<file path="src/rtl/rtc_tick_cnt.sv">
// Receive side of the RTC divided clock: synchronize, edge-detect, count ticks, raise match IRQ.
// Optional sticky wrap interrupt (wrap_clr / wrap_int) when RTC_TICK_CNT_WRAP_IRQ_EN is defined.
//
// state | meaning
// IDLE  | counting disabled, edges discarded
// ARM   | flushing synchronizer history for SYNC_STAGES+1 cycles, edges discarded
// RUN   | each accepted rising edge increments the counter
module rtc_tick_cnt #(
  parameter int SYNC_STAGES = 2,
  parameter int CNT_W       = 32
) (
  input  logic             pclk,
  input  logic             prst,
  input  logic             rtc_clk_in,
  input  logic             cnt_en,
  input  logic             load_en,
  input  logic [CNT_W-1:0] load_val,
  input  logic [CNT_W-1:0] match_val,
  input  logic             int_mask,
  input  logic             int_clr,
`ifdef RTC_TICK_CNT_WRAP_IRQ_EN
  input  logic             wrap_clr,
  output logic             wrap_int,
`endif
  output logic [CNT_W-1:0] cnt_val,
  output logic             tick_pulse,
  output logic             raw_int,
  output logic             match_int
);

  typedef enum logic [1:0] {
    ST_IDLE = 2'd0,
    ST_ARM  = 2'd1,
    ST_RUN  = 2'd2
  } state_t;

  localparam logic [2:0] ARM_LOAD = 3'(SYNC_STAGES + 1);

  state_t                 state_q, state_d;
  logic [2:0]             arm_q, arm_d;
  logic [SYNC_STAGES-1:0] sync_q, sync_d;
  logic                   prev_q, prev_d;
  logic [CNT_W-1:0]       cnt_q, cnt_d;
  logic                   tick_q, tick_d;
  logic                   raw_q, raw_d;
  logic                   sync_out;
  logic                   edge_det;

  assign sync_out = sync_q[SYNC_STAGES-1];
  assign edge_det = sync_out & ~prev_q;

  always_ff @(posedge pclk) begin
    if (prst) begin
      state_q <= ST_IDLE;
      arm_q   <= '0;
      sync_q  <= '0;
      prev_q  <= 1'b0;
      cnt_q   <= '0;
      tick_q  <= 1'b0;
      raw_q   <= 1'b0;
    end else begin
      state_q <= state_d;
      arm_q   <= arm_d;
      sync_q  <= sync_d;
      prev_q  <= prev_d;
      cnt_q   <= cnt_d;
      tick_q  <= tick_d;
      raw_q   <= raw_d;
    end
  end

  always_comb begin
    sync_d  = {sync_q[SYNC_STAGES-2:0], rtc_clk_in};
    prev_d  = sync_out;
    state_d = state_q;
    arm_d   = arm_q;
    tick_d  = 1'b0;
    case (state_q)
      ST_IDLE: begin
        if (cnt_en) begin
          state_d = ST_ARM;
          arm_d   = ARM_LOAD;
        end
      end
      ST_ARM: begin
        if (!cnt_en) begin
          state_d = ST_IDLE;
        end else if (arm_q <= 3'd1) begin
          state_d = ST_RUN;
          arm_d   = '0;
        end else begin
          arm_d = arm_q - 3'd1;
        end
      end
      ST_RUN: begin
        // Dropping cnt_en takes effect this cycle, so a coincident edge is lost.
        if (!cnt_en) state_d = ST_IDLE;
        else         tick_d  = edge_det;
      end
      default: state_d = ST_IDLE;
    endcase

    cnt_d = cnt_q;
    if (load_en)     cnt_d = load_val;
    else if (tick_d) cnt_d = cnt_q + CNT_W'(1);

    raw_d = ((load_en | tick_d) & (cnt_d == match_val)) | (raw_q & ~int_clr);
  end

`ifdef RTC_TICK_CNT_WRAP_IRQ_EN
  logic wrap_q, wrap_d;

  always_comb begin
    // A coincident load wins over the tick, so it can never count as a wrap.
    wrap_d = (tick_d & ~load_en & (&cnt_q)) | (wrap_q & ~wrap_clr);
  end

  always_ff @(posedge pclk) begin
    if (prst) wrap_q <= 1'b0;
    else      wrap_q <= wrap_d;
  end

  assign wrap_int = wrap_q;
`endif

  assign cnt_val    = cnt_q;
  assign tick_pulse = tick_q;
  assign raw_int    = raw_q;
  assign match_int  = raw_q & ~int_mask;

endmodule

</file>
<file path="config.mk">
export PLATFORM = sky130hd
export DESIGN_NAME = rtc_tick_cnt
export DESIGN_NICKNAME = d
export VERILOG_FILES = /design/src/rtl/rtc_tick_cnt.sv
export SDC_FILE = /design/constraint.sdc
export NUM_CORES = 1
export LEC_CHECK = 0
export ABC_CLOCK_PERIOD_IN_PS = 2700
export BUFFER_PORTS_ARGS = -buffer_cell sky130_fd_sc_hd__buf_2
export CAP_MARGIN = 20
export CORE_UTILIZATION = 50
export DETAILED_ROUTE_END_ITERATION = 16
export HOLD_SLACK_MARGIN = 0.08
export MAX_ROUTING_LAYER = met4
export PLACE_DENSITY = 0.78
export REMOVE_ABC_BUFFERS = 1
export SETUP_SLACK_MARGIN = 0.3
export SYNTH_ARGS = -nofsm -noshare
export SYNTH_HDL_FRONTEND = slang
export SYNTH_SLANG_ARGS = --single-unit
</file>
<file path="constraint.sdc">
create_clock -name pclk -period 2.7 [get_ports pclk]
set_clock_uncertainty 0.05 [all_clocks]
set_input_delay 0.135 -clock pclk [delete_from_list [all_inputs] [get_ports pclk]]
set_output_delay 0.135 -clock pclk [all_outputs]
set_load 0.01 [all_outputs]
</file>
# Yosys cells after proc, flatten, opt, wreduce, memory -nomap -nowiden
# Cells that the tools add are included.
# word_totals
ff_bits	42
latchBits	0
mem_bits_rw	0
mem_bits_ro	0
out_inout_bits	35
memories	0
# op_classes
addsub	2
mul	0
n_div	0
magnitude_cmp	1
eq_ne	7
n_shift	0
mux	13
bitwise_logic	9
reduce_logical	4
# ops
operator	count
2-to-1 mux 32 bit	2
adder 32 x 1 -> 32 bit, second input constant	1
equality test 32 bit	1
2-to-1 mux 3 bit	3
2-to-1 mux 2 bit	4
inequality test 2 bit, second input constant	3
case mux 2 bit (3 select lines)	1
case mux 3 bit (2 select lines)	1
AND reduction 3 bit	2
AND 1 bit	4
less-or-equal comparator 3 x 1 -> 1 bit, second input constant	1
inequality test 3 bit, second input constant	1
inverter 1 bit	3
subtractor 3 x 1 -> 3 bit, second input constant	1
equality test 2 x 1 -> 1 bit, second input constant	1
equality test 2 bit, second input constant	1
zero test 2 bit	1
2-to-1 mux 1 bit	2
bitwise OR 1 bit	2
nonzero test 2 bit	1

# Depth between registers and ports, before layout
# Gate-level depths: netlist (run 1).
# depth
ltp_word	9
depth_mapped	10
ltp_nobuf	9

# Least setup slack after synthesis (run 1)
# No wires, ideal clock.
# synth_timing
kind	reg2reg
start	reg cnt_q[2], in the netlist cnt_val[2]
end	reg raw_q, in the netlist raw_int
arrival_ps	2389
path_slack_ps	192
stages_incl_launch_ff	11
n_path_buf	2
cell_sequence	dfxtp_1 buf_4 nand4_2 or4_4 buf_6 nor3_4 nor3_1 a311o_1 nor4_1 nand4_1 o21ai_1
# synth_between
elab_chain_len	6
# synth_rtl
item	line_no	source
from (decl)	43	logic [CNT_W-1:0] cnt_q, cnt_d;
from (signal assigned)	66	cnt_q <= cnt_d;
adder 32 x 1 -> 32 bit	105	else if (tick_d) cnt_d = cnt_q + CNT_W'(1);
2-to-1 mux 32 bit (*)	105	
2-to-1 mux 32 bit (*)	104	if (load_en) cnt_d = load_val;
equality test 32 bit (*)	107	raw_d = ((load_en | tick_d) & (cnt_d == match_val)) | (raw_q & ~int_clr);
AND 1 bit (*)	107	
bitwise OR 1 bit (*)	107	
to (signal assigned)	68	raw_q <= raw_d;
to (decl)	45	logic raw_q, raw_d;
# Mark *: on every way between the ends. The rest lies on a longest branch, timed or not.
# A chain may end at the register's enable or synchronous reset.

# Final worst setup path (run 1)
# layout_timing
start	reg state_q[0]
end	reg raw_q, in the netlist raw_int
# layout_between
elab_chain_len	7
# layout_rtl
item	line_no	source
from (decl)	39	state_t state_q, state_d;
from (signal assigned)	62	state_q <= state_d;
equality test 2 bit (*)	78	case (state_q)
2-to-1 mux 1 bit (*)	78	
2-to-1 mux 32 bit	105	
2-to-1 mux 32 bit	104	
equality test 32 bit	107	
AND 1 bit (*)	107	
bitwise OR 1 bit (*)	107	
# Marks and branches as above.

==> results of run 1 <==
-- worst max-delay path, stage by stage, from the launching register on --
cell and delay (ps):
dfxtp_4 360, nand4b_1 200, or4_4 620, buf_12 160
nor4_4 220, xnor2_1 200, nor2_1 80, a211oi_2 200
a41oi_1 160, o21ai_1 140
-- final timing paths --
path	end	cells after the start	slack (ps)
max	raw_int	9	240
max reg2reg	raw_int	9	240
min reg2reg	sync_q[1]	1	400
min	cnt_val[5]	3	90
-- cell usage after synthesis (5+ instances only) --
| cell type | number |
|---|---|
| o31a_1 | 5 |
| clkbuf_1 | 13 |
| xor2_1 | 30 |
| and4_1 | 7 |
| o31ai_1 | 5 |
| nor2b_1 | 7 |
| a21oi_1 | 19 |
| nand3_1 | 21 |
| nor2_1 | 55 |
| a211oi_1 | 12 |
| nand2_1 | 29 |
| inv_1 | 12 |
| and3_1 | 7 |
| o21ai_0 | 12 |
| xnor2_1 | 41 |
| nand2b_1 | 8 |
| nor4_1 | 19 |
| dfxtp_1 | 42 |
| nand4_1 | 15 |
| nor3_1 | 14 |
| buf_2 | 5 |
-- stage by stage --
step / setup TNS [ps] / worst slack (ps) / util (%)
final: 0 / 241.7 / 73.87
after detailed placement: -64.50 / -64.50 / 65.36
after floorplan: 0 / 192.1 / -
after global routing: 0 / 43.91 / 73.87
after global placement: 0 / 14.34 / 65.36
after CTS: 0 / 276.2 / 73.71
-- logic make-up after synthesis --
group | share of synthesized area, %
simple gates | 33.00
compound gates | 16.70
xor+xnor | 18.86
flops | 24.62
buf+inv | 4.578
mux | 1.502
fa+ha+maj | 0.7325
-- flip-flops by register name (all words and copies together) (netlist names) --
register / cells
cnt_val: 32
arm_q: 3
state_q: 2
sync_q: 2
prev_q: 1
raw_int: 1
tick_pulse: 1
-- metal layers --
layer	wire length [um]	GRT usage, %
met5	0	-
met4	430	15.10
met3	953	5.605
met2	5638	57.95
met1	5515	45.61
-- power by group through the flow --
stage	Combinational [mW]	Clock, mW	Sequential [mW]
after floorplan	0.206	0	0.732
after global placement	0.447	0	0.718
after detailed placement	0.447	0	0.721
after CTS	0.490	0.456	0.707
after global routing	0.538	0.471	0.713
final	0.500	0.449	0.709
-- area by class of cell --
class                   instances  share of cell area, %
multi-input cells             367                  52.08
repair buffers                178                  24.78
flip-flops and latches         42                  18.17
well taps                      77                  2.019
clock buffers                   6                  1.731
inverters                      12                 0.9441
clock inverters                 2                 0.2623
-- repair_timing --
item | 4_1_cts | 5_1_grt
hold endpoints to repair | 27 | 0
endpoints found under the setup margin | 2 | 2
buffers inserted | 10 | 0
cloned | 0 | 0
resized for setup | 30 | 3
pin swaps | 8 | 2
hold buffers | 27 | 0
==> results.cfg, run 1 <==
[logic_synthesis]
syn_inst = 445
yosysWarningCount = 0
synthArstFlopShare_pct = 0
synth_top_area_share_pct = 24.62
ys_ff_latch = 42
synthTopCellsByArea = dfxtp_1 (25%), xnor2_1 (11%), xor2_1 (7.7%), nor2_1 (6.0%), nor4_1 (3.5%)
synthFlopType = dfxtp_1
netlist-cell-type-count = 64
yosysSeqAreaShare_pct = 24.62
syn_avg_cell_area_um2 = 7.676
synth_top_cell_by_area = dfxtp_1
synth_edf_count = 0
synthesis.area_um2 = 3416

[grt]
grt_usage_pct = 36.26
grt_pass1_vias = 3880
grt_max_degree = 47
grt_pass1_wl_mm = 19.53
antenna_found_initial = 0
grt_overflow_total = 0

[place]
placed_area_um2 = 4222
place_congestion = 0.9546
dp_hpwl_mm = 9.311
place_inst = 639
io_buffers = 105

[setup_path]
startpoint = state_q[0]
worstSetupEndpointType = register
cp-start-kind = register
crit_path_max_fanout = 5
reg2reg_from = state_q[0]
cp.required_ps = 2890
arrival_ps = 2650
criticalPathCategory = reg -> reg

[floorplan]
die_area_um2 = 7166
pin_count = 106
coreArea_um2 = 6459
die_w_um = 84.66
row_count = 29
start_util_pct = 52.89
die_y_um = 84.66

[clock_tree]
path_clk_slew_ps = 90
cts_tree = done
cts_buffer_depth = 2
root_buffer = clkbuf_8
cts-htree-levels = 2
cts_made_buffers = 5
numClockSinks = 42
clk_latency_ps = 310

[power]
power_switching_mw = 0.5546
p_clk_share_pct = 27.1
power_density_nw_per_um2 = 347.3
power.leakage_nw = 2.068
intPower_mw = 1.102
pwr-share-seq_pct = 42.8
p_total_mw = 1.657
ir_drop_v = 0.0002381
p_sw_share_pct = 33.47
power_frac_comb_pct = 30.2

[timing]
hold_violations = 0
maxSlewViolCount = 0
fmax_mhz = 406.8
tightest_slew_ps = 622.8
fin_crit_ps = 2458
post-route-period-util_pct = 91.05
rsz0062_at_grt = yes
setup_viol = 0
slew_headroom_pct = 58.10
hold_slack_ps = 91.78

[cells_and_area]
multi_input_area_um2 = 2485
fill_cells = 521
antenna_cells = 0
final_cells = 684
final_area_um2 = 4771
drive_gt1_share_pct = 31.47
final_cell_mix = buf_2 (105), nor2_1 (55), buf_4 (42)
area_growth_pct = 39.67
seq_area_um2 = 867.1
layout_commonest_cell = buf_2
fin_nets = 679

[detailed_routing]
drtIter0Drc = 326
wl_mm = 12.54
postRouteAntennaNets = 0
via_per_inst = 5.997
wl_per_cell_um = 18.33
drt_first_pass_iters = 9
drc = 0
vias = 4102

[worst_hold_path]
hold_class = in -> reg
hp-start = load_val[5]

[run]
max-cap-violations = 0

[outcome]
status = finished, final reports clean
Power figures use the tool's default switching activity.
==> inputs of run 2 (changes only) <==
ABC_AREA = 1   (was not set)
==> run 2 against run 1 <==
Register-to-register slack improved by 160 ps. Via count rose by 7.4%. Global-route usage fell by 7.3 points. Non-clock buffer count fell by 40. Critical path depth rose by 7. Synthesized cell count rose by 41%.
==> results.cfg, run 2 <==
[cells_and_area]
fin_nets = 832
final_cell_mix = nand2_1 (191), buf_2 (105), inv_1 (82)
multi_input_area_um2 = 2382
largest_reg_flops = 32
area_growth_pct = 32.67
drive_gt1_share_pct = 27.63
seq_area_um2 = 860.8
final_area_um2 = 4649
fill_cells = 612
layout_commonest_cell = nand2_1
final_util_pct = 68.43
antenna_cells = 0

[logic_synthesis]
syn_avg_cell_area_um2 = 5.572
ys_ff_latch = 42
synth_top_area_share_pct = 23.99
synth_commonest_cells = nand2_1 (195), nor2_1 (89), nand3_1 (85), inv_1 (83), dfxtp_1 (42)
yosysSeqAreaShare_pct = 23.99
yosysWarningCount = 0
synthFlopType = dfxtp_1
synthesis.area_um2 = 3505
synth_edf_count = 0
yosys.cell_count.top_type = nand2_1
synthTopCellsByArea = dfxtp_1 (24%), nand2_1 (21%), nand3_1 (12%), nor2_1 (9.5%), inv_1 (8.9%)
synthArstFlopShare_pct = 0
synth_top_cell_by_area = dfxtp_1
netlist-cell-type-count = 32
syn_inst = 629

[power]
power_density_nw_per_um2 = 374.2
intPower_mw = 1.204
ir_drop_v = 0.0002237
power.leakage_nw = 2.363
power_switching_mw = 0.5358
pwr-share-seq_pct = 40.9
p_total_mw = 1.740
p_sw_share_pct = 30.80
p_clk_share_pct = 36.0
power_frac_comb_pct = 23.2

[grt]
grt_usage_pct = 28.94
grt_pass1_vias = 3877
grt_max_degree = 46
antenna_found_initial = 0
grt_pass1_wl_mm = 16.69
grt_overflow_total = 0

[detailed_routing]
via_per_inst = 5.145
wl_per_cell_um = 12.45
postRouteAntennaNets = 0
vias = 4404
drc = 0
drt_first_pass_iters = 7
wl_mm = 10.66
drtIter0Drc = 305

[clock_tree]
cts_tree = done
cts_made_buffers = 5
cts-htree-levels = 2
numClockSinks = 42
root_buffer = clkbuf_8
path_clk_slew_ps = 90
cts_buffer_depth = 2
clk_latency_ps = 310

[timing]
setup_viol = 0
maxSlewViolCount = 0
post-route-period-util_pct = 84.98
fin_tns_setup_ps = 0
fmax_mhz = 435.8
hold_slack_ps = 91.07
hold_violations = 0
slew_headroom_pct = 44.52
fin_crit_ps = 2294
tightest_slew_ps = 832.2
rsz0062_at_grt = no

[floorplan]
die_y_um = 85.72
start_util_pct = 51.58
die_w_um = 85.72
pin_count = 106
die_area_um2 = 7348
row_count = 30
coreArea_um2 = 6794

[place]
dp_hpwl_mm = 7.750
placed_area_um2 = 4101
io_buffers = 105
place_congestion = 0.8838

[setup_path]
cp-start-kind = register
arrival_ps = 2480
worstSetupEndpointType = register
crit_path_max_fanout = 7
criticalPathCategory = reg -> reg
cp.required_ps = 2890

[run]
max-cap-violations = 0

[worst_hold_path]
hold_class = in -> reg

[outcome]
status = finished, final reports clean
run 2: final timing paths:
check        slack [ps]     endpoint         start  cells past startpoint
min reg2reg         360    sync_q[1]     sync_q[0]                      2
max reg2reg         410      raw_int    cnt_val[5]                     16
max                 410      raw_int    cnt_val[5]                     16
min                  90  cnt_val[13]  load_val[13]                      3
run 2: cell type report:
cell class / instances / share of cell area (%)
Timing Repair Buffer: 138 / 17.63
Clock inverter: 3 / 1.480
Inverter: 87 / 7.078
Multi-Input combinational cell: 485 / 51.24
Tap cell: 96 / 2.583
Clock buffer: 5 / 1.480
Sequential cell: 42 / 18.51
run 2: cell families (layout without fill, tap and decap cells):
logic type,Yosys count,in the layout,share of synthesized area [%]
XOR/XNOR,1,1,0.2500
flip-flops,42,42,23.99
buffers and inverters,103,233,11.57
adder cells (fa/ha/maj),2,2,0.7139
AO/OA/AOI/OAI,29,29,4.534
AND/OR/NAND/NOR,452,453,58.94
run 2: power by group through the flow:
stage | logic (mW) | registers, mW | clock network, mW
finish | 0.403 | 0.711 | 0.626
detailed placement | 0.373 | 0.721 | 0
CTS | 0.388 | 0.707 | 0.636
global placement | 0.364 | 0.719 | 0
floorplan | 0.213 | 0.723 | 0
global route | 0.455 | 0.716 | 0.655
run 2: per-layer routing:
| metal | GRT usage (%) | share of wire (%) | vias up |
|---|---|---|---|
| met5 | - | 0 | - |
| met4 | 9.394 | 2.2 | 0 |
| met3 | 4.139 | 6.0 | 24 |
| met2 | 49.02 | 48 | 166 |
| met1 | 35.48 | 44 | 1964 |
| li1 | - | - | 2250 |
run 2: critical path, stage by stage, from the launching register on:
cell	delay (ps)
dfxtp_1	410
nand2_1	110
nor2_2	160
nand2_4	110
nor2_8	170
nand2_1	100
nor2_2	150
nand2_1	70
nand3_1	100
nand2_1	80
nand2_1	70
nand2_1	40
nor2_1	220
nand3_2	120
nor2_1	110
nand2_1	70
a21oi_2	100
run 2: what timing repair did:
action | CTS | global route
endpoints found under the setup margin | 1 | 1
setup buffers | 4 | 13
resized for setup | 3 | 43
hold buffers | 12 | 0
gates cloned | 0 | 1
pin swaps | 1 | 9
hold endpoints to repair | 12 | 0
run 2: stage by stage:
step | std cells | worst slack [ps]
6_report | 856 | 405.5
5_1_grt | 856 | 250.1
4_1_cts | 842 | 329.7
3_5_place_dp | 818 | 167.4
3_3_place_gp | 818 | 215.6
2_1_floorplan | 613 | 520.3
